`config.mk`:
```
export PLATFORM = sky130hd
export DESIGN_NAME = fmul_issue
export DESIGN_NICKNAME = d
export VERILOG_FILES = /design/src/rtl/fmul_issue.sv
export SDC_FILE = /design/constraint.sdc
export NUM_CORES = 1
export LEC_CHECK = 0
export BUFFER_PORTS_ARGS = -buffer_cell sky130_fd_sc_hd__buf_4
export CAP_MARGIN = 25
export CORE_ASPECT_RATIO = 2
export CORE_MARGIN = 1
export CORE_UTILIZATION = 45
export DETAILED_ROUTE_END_ITERATION = 7
export MAX_ROUTING_LAYER = met4
export PLACE_DENSITY = 0.81
export SYNTH_ARGS = -nofsm -noshare
export SYNTH_HDL_FRONTEND = slang
export SYNTH_SLANG_ARGS = --single-unit
```
`constraint.sdc`:
```
create_clock -name clk -period 5.9 [get_ports clk]
set_clock_uncertainty 0.15 [all_clocks]
set_input_delay 1.77 -clock clk [delete_from_list [all_inputs] [get_ports clk]]
set_output_delay 1.77 -clock clk [all_outputs]
set_load 0.1 [all_outputs]
```
`src/rtl/fmul_issue.sv`:
```
// fmul_issue: issue/writeback controller for the single-precision multiplier.
// Accepts operand pairs, holds them on mul_x1/mul_x2 across the MUL and CAPT
// cycles, then buffers {tag, mul_y} in a DEPTH-entry FIFO toward writeback.
// Optional feature: define FMUL_ISSUE_FLUSH_EN to add the synchronous flush port.
module fmul_issue #(
    parameter int TAG_W = 5,
    parameter int DEPTH = 2
) (
    input  logic             clk,
    input  logic             rst,
    input  logic             in_valid,
    output logic             in_ready,
    input  logic [31:0]      in_x1,
    input  logic [31:0]      in_x2,
    input  logic [TAG_W-1:0] in_tag,
    output logic [31:0]      mul_x1,
    output logic [31:0]      mul_x2,
    input  logic [31:0]      mul_y,
    output logic             out_valid,
    input  logic             out_ready,
    output logic [31:0]      out_y,
    output logic [TAG_W-1:0] out_tag
`ifdef FMUL_ISSUE_FLUSH_EN
    ,
    input  logic             flush
`endif
);

    localparam int PTR_W = $clog2(DEPTH);
    localparam int CNT_W = PTR_W + 1;
    localparam logic [CNT_W:0] DEPTH_C = (CNT_W + 1)'(DEPTH);

    typedef enum logic [1:0] {IDLE, MUL, CAPT} state_t;

    state_t             state;
    logic [TAG_W-1:0]   pend_tag;
    logic [PTR_W-1:0]   rd_ptr;
    logic [PTR_W-1:0]   wr_ptr;
    logic [CNT_W-1:0]   count;
    logic [31:0]        mem_y   [DEPTH];
    logic [TAG_W-1:0]   mem_tag [DEPTH];

    logic               flush_w;
    logic               in_fire;
    logic               push;
    logic               pop;
    logic [CNT_W:0]     occ;

`ifdef FMUL_ISSUE_FLUSH_EN
    assign flush_w = flush;
`else
    assign flush_w = 1'b0;
`endif

    // Occupancy seen by the issue side: buffered entries plus the push that a
    // CAPT cycle is about to make. A same-cycle pop is deliberately not credited.
    always_comb begin
        occ = {1'b0, count} + {{CNT_W{1'b0}}, (state == CAPT)};
    end

    assign in_ready  = !flush_w && (state != MUL) && (occ < DEPTH_C);
    assign in_fire   = in_valid && in_ready;
    assign push      = (state == CAPT) && !flush_w;
    assign out_valid = (count != '0);
    assign pop       = out_valid && out_ready && !flush_w;
    assign out_y     = mem_y[rd_ptr];
    assign out_tag   = mem_tag[rd_ptr];

    // Issue FSM: load operands on accept and hold them through MUL and CAPT.
    always_ff @(posedge clk or posedge rst) begin
        if (rst) begin
            state    <= IDLE;
            mul_x1   <= '0;
            mul_x2   <= '0;
            pend_tag <= '0;
        end else if (flush_w) begin
            state <= IDLE;
        end else begin
            case (state)
                IDLE: begin
                    if (in_fire) begin
                        mul_x1   <= in_x1;
                        mul_x2   <= in_x2;
                        pend_tag <= in_tag;
                        state    <= MUL;
                    end
                end
                MUL: begin
                    state <= CAPT;
                end
                CAPT: begin
                    if (in_fire) begin
                        mul_x1   <= in_x1;
                        mul_x2   <= in_x2;
                        pend_tag <= in_tag;
                        state    <= MUL;
                    end else begin
                        state <= IDLE;
                    end
                end
                default: begin
                    state <= IDLE;
                end
            endcase
        end
    end

    // Result FIFO: circular buffer, push from CAPT, pop on the output handshake.
    always_ff @(posedge clk or posedge rst) begin
        if (rst) begin
            rd_ptr <= '0;
            wr_ptr <= '0;
            count  <= '0;
            for (int unsigned i = 0; i < DEPTH; i++) begin
                mem_y[i]   <= '0;
                mem_tag[i] <= '0;
            end
        end else if (flush_w) begin
            rd_ptr <= '0;
            wr_ptr <= '0;
            count  <= '0;
        end else begin
            if (push) begin
                mem_y[wr_ptr]   <= mul_y;
                mem_tag[wr_ptr] <= pend_tag;
                wr_ptr          <= wr_ptr + PTR_W'(1);
            end
            if (pop) begin
                rd_ptr <= rd_ptr + PTR_W'(1);
            end
            case ({push, pop})
                2'b10:   count <= count + CNT_W'(1);
                2'b01:   count <= count - CNT_W'(1);
                default: count <= count;
            endcase
        end
    end

endmodule

```
==> results.toml <==
[critical_path]
crit_chain = "mux2_2 > buf_4"
path_buf_inv = 1
required_ps = 3980
endpoint_kind = "primary output"
worstPathArrival_ps = 2050
crit_family = "flip-flops"
crit_path_start_kind = "flop"
crit_type = "reg2out"
cp_max_fo = 38
worst_path_largest_cell_delay_ps = 960
critPathSlowestCell = "dfrtp_2"

[drt]
drc = 0
routed-wl-met3_um = 466
dr_total_vias = 3786
wl_mm = 13.51
vias_per_cell = 5.075
drt-met1-wl_mm = 5.064
drt-initial-drc-count = 107
ant_nets = 0
wl_met2_mm = 7.621
drt_pre_antenna_iters = 4
top_layer = "met4"
wl_per_cell_um = 18.11

[clocking]
root_buffer = "clkbuf_16"
clock_path_buffers = 2
clock-sinks = 149
h-tree-depth = 4
cts_resized = 0
clkTransAtPathRegs_ps = 60
numCtsBuffers = 17
clk_latency_ps = 400
tritoncts = "yes"
hold_buffers = 0
cts_setup_buffers = 0

[placement]
gp_congestion = 0.7622
dp_hpwl_mm = 9.406
io_buffer_count = 207
placed_cell_area_um2 = 7919

[sta]
timing.fmax_ghz = 0.2517
hold_viol = 0
whs_ps = 350.7
maxSlewHeadroom = 0.3874
finalSetupTns_ps = 0
rsz0062_at_grt = "no"
worstMarginPinSlew_ps = 918.9
setup_viol = 0
slew_viol_final = 0
finalCriticalPeriod_ps = 3974
period_share = 0.6735

[logic_synthesis]
syn_area_um2 = 6292
synth_enable_flop_cells = 0
syn_avg_cell_area_um2 = 17.19
ys_ff_latch = 149
seq_area_frac_synth = 0.5926
syn_inst = 366
yosysTopAreaCellShare = 0.5926
synth_ff_type = "dfrtp_1"
synthTopCellsByArea = "dfrtp_1 59%, mux2_2 21%, mux2_4 14%"
ys.warnings.count = 0
synth_most_common_cell = "dfrtp_1"
yosysTopAreaCell = "dfrtp_1"
synthArstFlopShare = 1.000
synth.distinct_cells = 21
synthTopCellsByCount = "149 x dfrtp_1, 120 x mux2_2, 60 x mux2_4"
syn-num-nets = 472

[layout]
area_growth_pct = 35.81
diodes = 0
n_fill_cell = 1022
nets = 684
final_util = 0.6324
drive_above_1_share = 0.7293
design_area_um2 = 8546

[global_route]
grt_max_degree = 71
grt_overflow = 0
grt.total_usage = 0.2000
grt_pass1_wl_mm = 21.60
antenna_found_initial = 0
first_global_vias = 4264

[die]
die_width_um = 85.62
die_y_um = 169.2
rows = 60
die_area_um2 = 14490
pin_count = 208
start_util = 0.4656
core_area_um2 = 13510

[worst_hold_path]
min_path_type = "reg2reg"

[run_status]
status = "finished clean"

[job]
max_cap_violations = 0
## per-layer routing
layer,GRT usage,up-vias
met5,-,-
met4,0.08043,0
met3,0.03405,21
met2,0.3597,126
met1,0.2153,1921
li1,-,1718
## worst paths after layout
kind	startpoint	end	slack [ps]	cells past startpoint
worst max register to register	state[0]	mem_tag[5]	3850	4
worst min register to register	mem_y[62]	mem_y[62]	350	1
min in group asynchronous	rst	mul_x2[23]	1320	2
max in group asynchronous	rst	mem_tag[7]	3070	3
worst min-delay path	mem_y[62]	mem_y[62]	350	1
worst max-delay path	rd_ptr	out_y[3]	1930	2
## area by class of cell
cell class	instances	area, um^2	area share
tap	155	193.9	0.02269
clock inverter	14	167.7	0.01962
sequential	149	3730	0.4365
timing repair buffer	210	1589	0.1859
inverter	3	15.01	0.001757
clock buffer	18	439.2	0.05139
multi-input combinational	197	2411	0.2821
## flip-flops by register name, indices dropped and copies added (netlist names)
register / count
rd_ptr: 1
pend_tag: 5
wr_ptr: 1
mem_tag: 10
state: 2
mem_y: 64
mul_x1: 32
count: 2
mul_x2: 32
## cell usage in the layout (no fill, tap or decap)
cell type and instances:
nand2_4 1, inv_8 3, nand2_1 1, nor2b_4 1
dfrtp_1 148, dfrtp_2 1, xor2_1 2, nand3_4 1
clkbuf_8 1, bufinv_16 2, nor2_1 2, buf_12 1
mux2_4 60, ha_1 1, xnor2_1 3, clkinv_4 4
and2_1 1, mux2_2 120, inv_6 3, clkinvlp_4 2
a211oi_1 1, clkinv_2 1, buf_4 209, or2_2 1
nor2_8 1, clkbuf_16 17, inv_1 1, inv_2 1
and2b_2 1
## metrics by stage
step	cells	setup WS, ps
3_5_place_dp	713	2338
3_3_place_gp	713	2343
4_1_cts	745	1902
2_1_floorplan	366	1120
6_report	746	1926
5_1_grt	746	1825
## kinds of logic (layout without fill, tap and decap cells)
group,after synthesis,in the layout,share of synthesized area
multiplexers,180,180,0.3579
flip-flops,149,149,0.5926
buffers and inverters,20,245,0.02545
AND/OR/NAND/NOR,10,10,0.01392
XOR/XNOR,5,5,0.006961
adder cells (fa/ha/maj),1,1,0.001988
AO/OA/AOI/OAI,1,1,0.001194
Power is left out: the tool's default activity adds up to more than one toggle a clock period on the data nets, which glitch-free logic cannot reach.
